==> src/rtl/mult_eval_pkg.sv <==
// Shared types and width constants for the 4x4 multiplier error-evaluation engine.
package mult_eval_pkg;

    localparam int IDX_W       = 8;
    localparam int CNT_W       = 9;
    localparam int SUM_W       = 16;
    localparam int SSUM_W      = 17;
    localparam int MAX_DUT_LAT = 4;
    localparam int NUM_PAIRS   = 256;

    typedef enum logic [1:0] {
        IDLE  = 2'd0,
        SWEEP = 2'd1,
        DRAIN = 2'd2,
        DONE  = 2'd3
    } state_t;

endpackage

==> src/rtl/mult4_err_accum.sv <==
// Registered compare of a returned product against the exact product,
// followed by accumulation of the error metrics for every valid tag.
module mult4_err_accum
    import mult_eval_pkg::*;
(
    input  logic              clk,
    input  logic              rst,
    input  logic              clr,
    input  logic              in_vld,
    input  logic [3:0]        in_a,
    input  logic [3:0]        in_b,
    input  logic [7:0]        in_prod,
    output logic [CNT_W-1:0]  err_count,
    output logic [SUM_W-1:0]  sum_abs_err,
    output logic [SSUM_W-1:0] sum_err,
    output logic [7:0]        max_abs_err
);

    logic [7:0] exact;
    logic [8:0] err_c;
    logic [8:0] neg_c;
    logic [7:0] abs_c;

    logic       cmp_vld;
    logic       cmp_mis;
    logic [8:0] cmp_err;
    logic [7:0] cmp_abs;

    always_comb begin
        exact = {4'b0000, in_a} * {4'b0000, in_b};
        err_c = {1'b0, in_prod} - {1'b0, exact};
        neg_c = 9'd0 - err_c;
        abs_c = err_c[8] ? neg_c[7:0] : err_c[7:0];
    end

    always_ff @(posedge clk) begin
        if (rst || clr) begin
            cmp_vld <= 1'b0;
            cmp_mis <= 1'b0;
            cmp_err <= '0;
            cmp_abs <= '0;
        end else begin
            cmp_vld <= in_vld;
            cmp_mis <= (in_prod != exact);
            cmp_err <= err_c;
            cmp_abs <= abs_c;
        end
    end

    // Sums cannot wrap: 256 pairs of at most 255 fit in 16/17 bits.
    always_ff @(posedge clk) begin
        if (rst || clr) begin
            err_count   <= '0;
            sum_abs_err <= '0;
            sum_err     <= '0;
            max_abs_err <= '0;
        end else if (cmp_vld) begin
            err_count   <= err_count + {{(CNT_W-1){1'b0}}, cmp_mis};
            sum_abs_err <= sum_abs_err + {{(SUM_W-8){1'b0}}, cmp_abs};
            sum_err     <= sum_err + {{(SSUM_W-9){cmp_err[8]}}, cmp_err};
            if (cmp_abs > max_abs_err) begin
                max_abs_err <= cmp_abs;
            end
        end
    end

endmodule

==> src/rtl/mult4_err_eval.sv <==
// Sweeps all 256 operand pairs into an attached 4x4 multiplier core and
// accumulates error metrics of the returned products against exact products.
module mult4_err_eval
    import mult_eval_pkg::*;
#(
    parameter int DUT_LAT = 0
) (
    input  logic              clk,
    input  logic              rst,
    input  logic              start,
    output logic [3:0]        op_a,
    output logic [3:0]        op_b,
    input  logic [7:0]        approx_r,
    output logic              busy,
    output logic              done,
    output logic [CNT_W-1:0]  err_count,
    output logic [SUM_W-1:0]  sum_abs_err,
    output logic [SSUM_W-1:0] sum_err,
    output logic [7:0]        max_abs_err
);

    localparam int DRN_W = $clog2(MAX_DUT_LAT + 1);

    state_t             state;
    state_t             state_nxt;
    logic [IDX_W-1:0]   idx;
    logic [DRN_W-1:0]   drain_cnt;
    logic               start_acc;
    logic               sweeping;
    logic               last_pair;
    logic               drain_end;
    logic               al_vld;
    logic [IDX_W-1:0]   al_pair;

    assign last_pair = (idx == IDX_W'(NUM_PAIRS - 1));

    always_ff @(posedge clk) begin
        if (rst) begin
            state <= IDLE;
        end else begin
            state <= state_nxt;
        end
    end

    always_comb begin
        state_nxt = state;
        case (state)
            IDLE, DONE: if (start) state_nxt = SWEEP;
            SWEEP:      if (last_pair) state_nxt = DRAIN;
            DRAIN:      if (drain_cnt == '0) state_nxt = DONE;
            default:    state_nxt = IDLE;
        endcase
    end

    always_comb begin
        start_acc = ((state == IDLE) || (state == DONE)) && start;
        sweeping  = (state == SWEEP);
        busy      = (state == SWEEP) || (state == DRAIN);
        drain_end = (state == DRAIN) && (drain_cnt == '0);
    end

    // The index register drives the operands directly; it parks at 255 after a sweep.
    always_ff @(posedge clk) begin
        if (rst) begin
            idx <= '0;
        end else if (start_acc) begin
            idx <= '0;
        end else if (sweeping && !last_pair) begin
            idx <= idx + IDX_W'(1);
        end
    end

    assign op_a = idx[7:4];
    assign op_b = idx[3:0];

    // DRAIN lasts DUT_LAT+1 cycles: core latency plus compare and accumulate.
    always_ff @(posedge clk) begin
        if (rst) begin
            drain_cnt <= '0;
        end else if (sweeping && last_pair) begin
            drain_cnt <= DRN_W'(DUT_LAT);
        end else if ((state == DRAIN) && (drain_cnt != '0)) begin
            drain_cnt <= drain_cnt - DRN_W'(1);
        end
    end

    always_ff @(posedge clk) begin
        if (rst) begin
            done <= 1'b0;
        end else begin
            done <= drain_end;
        end
    end

    // Pair k is presented exactly while in SWEEP, so the tag source is the state itself.
    if (DUT_LAT == 0) begin : g_nodly
        assign al_vld  = sweeping;
        assign al_pair = idx;
    end else begin : g_dly
        logic [DUT_LAT-1:0] dly_vld;
        logic [IDX_W-1:0]   dly_pair [DUT_LAT];

        always_ff @(posedge clk) begin
            if (rst) begin
                dly_vld <= '0;
            end else begin
                dly_vld[0] <= sweeping;
                for (int i = 1; i < DUT_LAT; i++) begin
                    dly_vld[i] <= dly_vld[i-1];
                end
            end
        end

        always_ff @(posedge clk) begin
            dly_pair[0] <= idx;
            for (int i = 1; i < DUT_LAT; i++) begin
                dly_pair[i] <= dly_pair[i-1];
            end
        end

        assign al_vld  = dly_vld[DUT_LAT-1];
        assign al_pair = dly_pair[DUT_LAT-1];
    end

    mult4_err_accum u_accum (
        .clk         (clk),
        .rst         (rst),
        .clr         (start_acc),
        .in_vld      (al_vld),
        .in_a        (al_pair[7:4]),
        .in_b        (al_pair[3:0]),
        .in_prod     (approx_r),
        .err_count   (err_count),
        .sum_abs_err (sum_abs_err),
        .sum_err     (sum_err),
        .max_abs_err (max_abs_err)
    );

endmodule

==> config.mk <==
export PLATFORM = sky130hd
export DESIGN_NAME = mult4_err_eval
export DESIGN_NICKNAME = d
export VERILOG_FILES = /design/src/rtl/mult_eval_pkg.sv /design/src/rtl/mult4_err_accum.sv /design/src/rtl/mult4_err_eval.sv
export SDC_FILE = /design/constraint.sdc
export NUM_CORES = 1
export LEC_CHECK = 0
export CAP_MARGIN = 25
export CORE_MARGIN = 2
export CORE_UTILIZATION = 45
export CTS_CLUSTER_SIZE = 14
export DETAILED_ROUTE_END_ITERATION = 8
export PLACE_DENSITY_LB_ADDON = 0.1
export REMOVE_ABC_BUFFERS = 1
export SETUP_SLACK_MARGIN = 0.15
export SLEW_MARGIN = 10
export SYNTH_ARGS = -nofsm -noshare
export SYNTH_HDL_FRONTEND = slang
export SYNTH_SLANG_ARGS = --single-unit
==> constraint.sdc <==
create_clock -name clk -period 5.15 [get_ports clk]
set_input_delay 1.03 -clock clk [delete_from_list [all_inputs] [get_ports clk]]
set_output_delay 1.03 -clock clk [all_outputs]
set_load 0.05 [all_outputs]
After elaboration in Yosys (flattened, before gate mapping)
Cells that the tools add are included.
Widths: inputs -> output; s select.
{"block": "totals", "inputBits": 11, "wordCells": 51, "out_inout_bits": 60, "register_bits": 83}
{"block": "classes", "eq_ne": 8, "mux": 5, "magnitude_cmp": 1, "reduce_logical": 17, "addsub": 7, "multipliers": 1}
{"cell": "$add 17x17->17", "count": 1}
{"cell": "$add 16x8->16", "count": 1}
{"cell": "$add 9x1->9", "count": 1}
{"cell": "$sub 8x8->9", "count": 1}
{"cell": "$add 8x1->8 const B", "count": 1}
{"cell": "$eq 8x8->1 const B", "count": 1}
{"cell": "$gt 8x8->1", "count": 1}
{"cell": "$mul 4x4->8", "count": 1}
{"cell": "$mux 8", "count": 1}
{"cell": "$ne 8x8->1", "count": 1}
{"cell": "$sub 1x8->8 const A", "count": 1}
{"cell": "$mux 2", "count": 3}
{"cell": "$pmux 2 s3", "count": 1}
{"cell": "$reduce_or 2->1", "count": 3}
{"cell": "$logic_and 1x1->1", "count": 5}
{"cell": "$eq 2x2->1 const B", "count": 2}
{"cell": "$ne 2x1->1 const B", "count": 2}
{"cell": "$logic_not 3->1", "count": 1}
{"cell": "$logic_or 1x1->1", "count": 3}
{"cell": "$reduce_and 3->1", "count": 1}
{"cell": "$reduce_bool 3->1", "count": 1}
{"cell": "$sub 3x1->3 const B", "count": 1}
{"cell": "$eq 2x1->1 const B", "count": 1}
{"cell": "$logic_not 2->1", "count": 1}
{"cell": "other kinds (3)", "count": 3}

Logic depth before layout (Yosys ltp)
{"block": "logic_depth", "word_depth": 4, "ltp_mapped": 17, "mapped_depth_nobuf": 17}

Modules after synthesis
Synthesis repeated with hierarchy kept, for this count alone.
{"block": "unflattened", "cells_unflattened": 627, "area_unflattened_um2": 5427.7}
{"module": "mult4_err_accum", "cells_per_inst": 549, "seq_area_each_um2": 1361.3, "area_each_um2": 4705.8, "n_inst": 1}
{"module": "mult4_err_eval", "cells_per_inst": 78, "seq_area_each_um2": 280.3, "area_each_um2": 721.9, "n_inst": 1}

Worst setup path before layout
OpenSTA, ideal clock, no wires.
{"block": "synth_timing", "path_kind": "register to register", "startpoint": "reg idx[3], in the netlist al_pair[3]", "endpoint": "reg u_accum.cmp_abs[2]", "synth_period_minus_slack_ns": 4.333, "t_arrival_ns": 4.206, "slack_ns": 0.817, "t_required_ns": 5.022, "path_stages_with_launch": 17, "cell_sequence": "dfxtp_1 -> nand2_1 -> fa_1 -> inv_1 -> fa_1 -> ha_1 -> a21o_1 -> a21oi_1 -> o21bai_1 -> a21oi_1 -> xor2_1 -> ha_1 -> and4_1 -> a221o_1 -> nor2_1 -> xor2_1 -> nor2_1"}
{"block": "synth_via", "elab_chain_len": 3}
{"item": "start: declaration", "line": "mult4_err_eval.sv:26", "rtl": "logic [IDX_W-1:0] idx;"}
{"item": "start signal: assignment", "line": "mult4_err_eval.sv:69", "rtl": "idx <= idx + IDX_W'(1);"}
{"item": "$mul 4x4->8", "line": "mult4_err_accum.sv:30", "rtl": "exact = {4'b0000, in_a} * {4'b0000, in_b};"}
{"item": "$sub 8x8->9", "line": "mult4_err_accum.sv:31", "rtl": "err_c = {1'b0, in_prod} - {1'b0, exact};"}
{"item": "$mux 8", "line": "mult4_err_accum.sv:33", "rtl": "abs_c = err_c[8] ? neg_c[7:0] : err_c[7:0];"}
{"item": "end signal: assignment", "line": "mult4_err_accum.sv:46", "rtl": "cmp_abs <= abs_c;"}
{"item": "end: declaration", "line": "mult4_err_accum.sv:27", "rtl": "logic [7:0] cmp_abs;"}
Every way passes these cells.
A chain may end at the register's enable or synchronous reset.

Final worst setup path
{"block": "layout_timing", "startpoint": "reg idx[3], in the netlist al_pair[3]", "endpoint": "reg u_accum.cmp_abs[7]"}
{"block": "layout_via", "elab_chain_len": 4}
{"item": "$mul 4x4->8 *", "line": "mult4_err_accum.sv:30"}
{"item": "$sub 8x8->9 *", "line": "mult4_err_accum.sv:31"}
{"item": "$sub 1x8->8", "line": "mult4_err_accum.sv:32", "rtl": "neg_c = 9'd0 - err_c;"}
{"item": "$mux 8 *", "line": "mult4_err_accum.sv:33"}
Every way passes the cells marked *; elsewhere a longest branch is shown, timed or not.

==> results_dict.tcl <==
set metrics [dict create \
    run_status "finished clean" \
    worst_hold_path_type "reg2reg" \
    num_rows 40 \
    regArea_um2 1640 \
    design.portCount 71 \
    postCtsSetupBuffers 0 \
    vias 4576 \
    ys.warnings.count 0 \
    synthFlopType "sky130_fd_sc_hd__dfxtp_1" \
    timing.setup.critical_path_class "reg2reg" \
    path_delay_family "adder cells" \
    maxCapViolations 0 \
    clock-skew-final_ps 4.78 \
    synth_enable_flop_cells 0 \
    p_leak_nw 2.56 \
    synthesis.area_um2 5410 \
    placement.setup.worst_slack_ps 892 \
    floorplan.initialDensity 0.456 \
    clockBufferDepth 2 \
    core_region_area_um2 11900 \
    critical-path-max-stage-delay_ps 550 \
    final_cells 845 \
    p_per_area_nw_per_um2 317 \
    worst_ir_drop_vdd_mv 0.177 \
    placedCellCount 829 \
    number_of_storage_elements_in_the_synthesis_netlist 82 \
    worst_setup_hold_path_clk_slew_ps 60 \
    io_buffers 70 \
    ctsHoldBuffers 0 \
    achievable-frequency_ghz 0.232 \
    layout_setup_ws_ps 837 \
    grt_max_degree 40 \
    timing_max_transition_violations_final 0 \
    nNetsFinal 772 \
    layout-drive-gt1-share 0.0630 \
    clkLatencyLatePin_ps 340 \
    area.growth.synth_to_final_pct 20.8 \
    post-synth-top-count-cell "sky130_fd_sc_hd__dfxtp_1" \
    finalWeightedCongestion 0.905 \
    die_width_um 114 \
    die-height_um 114 \
    per_cell_via_count_in_the_routed_design 5.42 \
    dr.first_iter.drc_count 153 \
    grt_pass1_vias 4276 \
    timing.critical_path.slowest_stage_cell "sky130_fd_sc_hd__fa_1" \
    die_footprint_um2 12900 \
    synth_top_area_cell "sky130_fd_sc_hd__dfxtp_1" \
    multiInputGateArea_um2 3500 \
    cts.sinks 82 \
    proportion_of_register_bits_with_asynchronous_set_or_reset_after_synthesis 0 \
    cp.arrival_ps 4580 \
    drcViolationCount 0 \
    first_pass_grt_wire_length_um 19800 \
    postRouteWirelength_um 11800 \
    synth.top_cells.by_count "82 x sky130_fd_sc_hd__dfxtp_1, 61 x sky130_fd_sc_hd__ha_1, 58 x sky130_fd_sc_hd__nand2_1, 57 x sky130_fd_sc_hd__nor2_1, 44 x sky130_fd_sc_hd__inv_1" \
    worst_setup_path_start_kind "flip-flop" \
    insertedDiodeCount 0 \
    post_synth_inst_count 626 \
    ctsHtreeMaxLevel 3 \
    worst_setup_path_end_kind "flip-flop" \
    setup_failing_eps_final 0 \
    avgRoutedWirePerCell_um 13.9 \
    drt-pass1-iter-count 4 \
    tritoncts "done" \
    post_dp_cell_area_um2 6220 \
    synthDominantCellAreaShare 0.303 \
    crit_chain "nand2_1, fa_1, inv_1, fa_1, ha_1, a21o_1, a21oi_1, o21bai_1, a21oi_1, xor2_1, ha_1, and4_1, a221o_1, a31oi_1, mux2i_1" \
    rsz0062_at_grt "no" \
    synth_area_leaders "sky130_fd_sc_hd__dfxtp_1 30%, sky130_fd_sc_hd__ha_1 14%, sky130_fd_sc_hd__mux2i_1 4.1%, sky130_fd_sc_hd__nand2_1 4.0%, sky130_fd_sc_hd__nor2_1 4.0%" \
    grt_remaining_overflow 0 \
    report.final.hold_viol_count 0 \
    clock_tree.root_cell "sky130_fd_sc_hd__clkbuf_16" \
    synth.distinct_cells 75 \
    cts.repair.resized 0 \
    setup-tns-final_ps 0 \
    synthesis.area_per_instance_um2 8.65 \
    period_needed_ps 4310 \
    hpwl_um 8860 \
    routed_antenna_nets 0 \
    fillers 1091 \
    timing.max_slew.rel_slack 0.445 \
    numCtsBuffers 9 \
    cp.required_ps 5420 \
    final_cell_area_um2 6540 \
    seq_area_frac_synth 0.303 \
    max_slew.worst_pin.slew_ps 832 \
    grt_antenna_before_repair 0 \
    crit_buf_inv 1 \
    grtUsageTotal 0.189 \
    min_period_over_period 0.838 \
    crit_fanout 9 \
]
path summary, 6_finish.rpt:
check	from	end	slack, ps	depth (start not counted)
max	al_pair[3]	u_accum.cmp_abs[7]	840	15
min	u_accum.max_abs_err[7]	u_accum.max_abs_err[7]	470	2
max reg2reg	al_pair[3]	u_accum.cmp_abs[7]	840	15
min reg2reg	u_accum.max_abs_err[7]	u_accum.max_abs_err[7]	470	2
layout by cell type (no fill, tap or decap), drive strengths merged, types with 3 or more instances in the layout:
cell type      Yosys  routed
dfxtp             82      82
clkdlybuf4s50      0      70
ha                61      61
nand2             59      59
nor2              59      59
inv               45      45
a21oi             42      42
o21ai             34      34
mux2i             22      22
xor2              18      18
a21o              16      16
xnor2             16      16
a211oi            14      14
and2              12      12
clkbuf             9      12
nor3              11      11
nand3              9       9
nand4              8       8
or3                8       8
o21a               7       7
fa                 7       7
nor2b              7       7
nand2b             6       6
a21boi             6       6
and4               5       5
and3               5       5
o31ai              5       5
o211ai             5       5
a31oi              4       4
o22ai              3       3
nor3b              3       3
buf                7       3
or2                3       3
a221oi             3       3
worst reg2reg max path, stage by stage (launching register included):
cell and delay, ps:
sky130_fd_sc_hd__dfxtp_1 480, sky130_fd_sc_hd__nand2_1 160, sky130_fd_sc_hd__fa_1 550, sky130_fd_sc_hd__inv_1 50, sky130_fd_sc_hd__fa_1 490, sky130_fd_sc_hd__ha_1 300, sky130_fd_sc_hd__a21o_1 170, sky130_fd_sc_hd__a21oi_1 240
sky130_fd_sc_hd__o21bai_1 100, sky130_fd_sc_hd__a21oi_1 180, sky130_fd_sc_hd__xor2_1 170, sky130_fd_sc_hd__ha_1 300, sky130_fd_sc_hd__and4_1 210, sky130_fd_sc_hd__a221o_1 420, sky130_fd_sc_hd__a31oi_1 220, sky130_fd_sc_hd__mux2i_1 210
report_power, final:
part	internal [mW]	switching (mW)
Clock	0.438	0.261
Combinational	0.233	0.405
Sequential	0.687	0.0481
kinds of logic (layout without fill, tap and decap cells):
kind of cell | count (synthesis) | after routing | share of synthesized area
AOI/OAI and AO/OA | 155 | 155 | 0.196
xor gates and xnor gates | 34 | 34 | 0.0564
adders and majority gates | 68 | 68 | 0.167
buffers and inverters | 62 | 134 | 0.0509
DFF | 82 | 82 | 0.303
muxes | 23 | 23 | 0.0435
and+or+nand+nor | 202 | 202 | 0.184
flip-flops by register name, summed over array words and instances, names as in the netlist:
signal and cells:
state 2, done 1, al_pair 8, u_accum.cmp_mis 1, u_accum.cmp_abs 8, u_accum.sum_abs_err 16, u_accum.err_count 9, drain_cnt 3
u_accum.cmp_vld 1, u_accum.sum_err 17, u_accum.max_abs_err 8, u_accum.cmp_err 8
through the flow:
| stage | power, mW | hold slack (ps) | util |
|---|---|---|---|
| 2_1_floorplan | 1.21 | 443 | - |
| 3_3_place_gp | 1.38 | 452 | 0.524 |
| 3_5_place_dp | 1.39 | 468 | 0.524 |
| 4_1_cts | 2.10 | 477 | 0.551 |
| 5_1_grt | 2.20 | 490 | 0.551 |
| 6_report | 2.07 | 472 | 0.551 |
area by class of cell:
class / instances / area share
Clock buffer: 12 / 0.0377
Multi-Input combinational cell: 482 / 0.535
Sequential cell: 82 / 0.251
Timing Repair Buffer: 73 / 0.111
Inverter: 45 / 0.0258
Tap cell: 147 / 0.0281
Clock inverter: 4 / 0.0115
layer usage:
layer | up-vias | share of wire | GRT usage
met4 | 0 | 0.012 | 0.0642
met1 | 2122 | 0.50 | 0.254
met3 | 11 | 0.036 | 0.0404
li1 | 2359 | - | -
met2 | 84 | 0.45 | 0.304
met5 | - | 0 | 0
No activity file was read; power rests on OpenSTA's default activity.
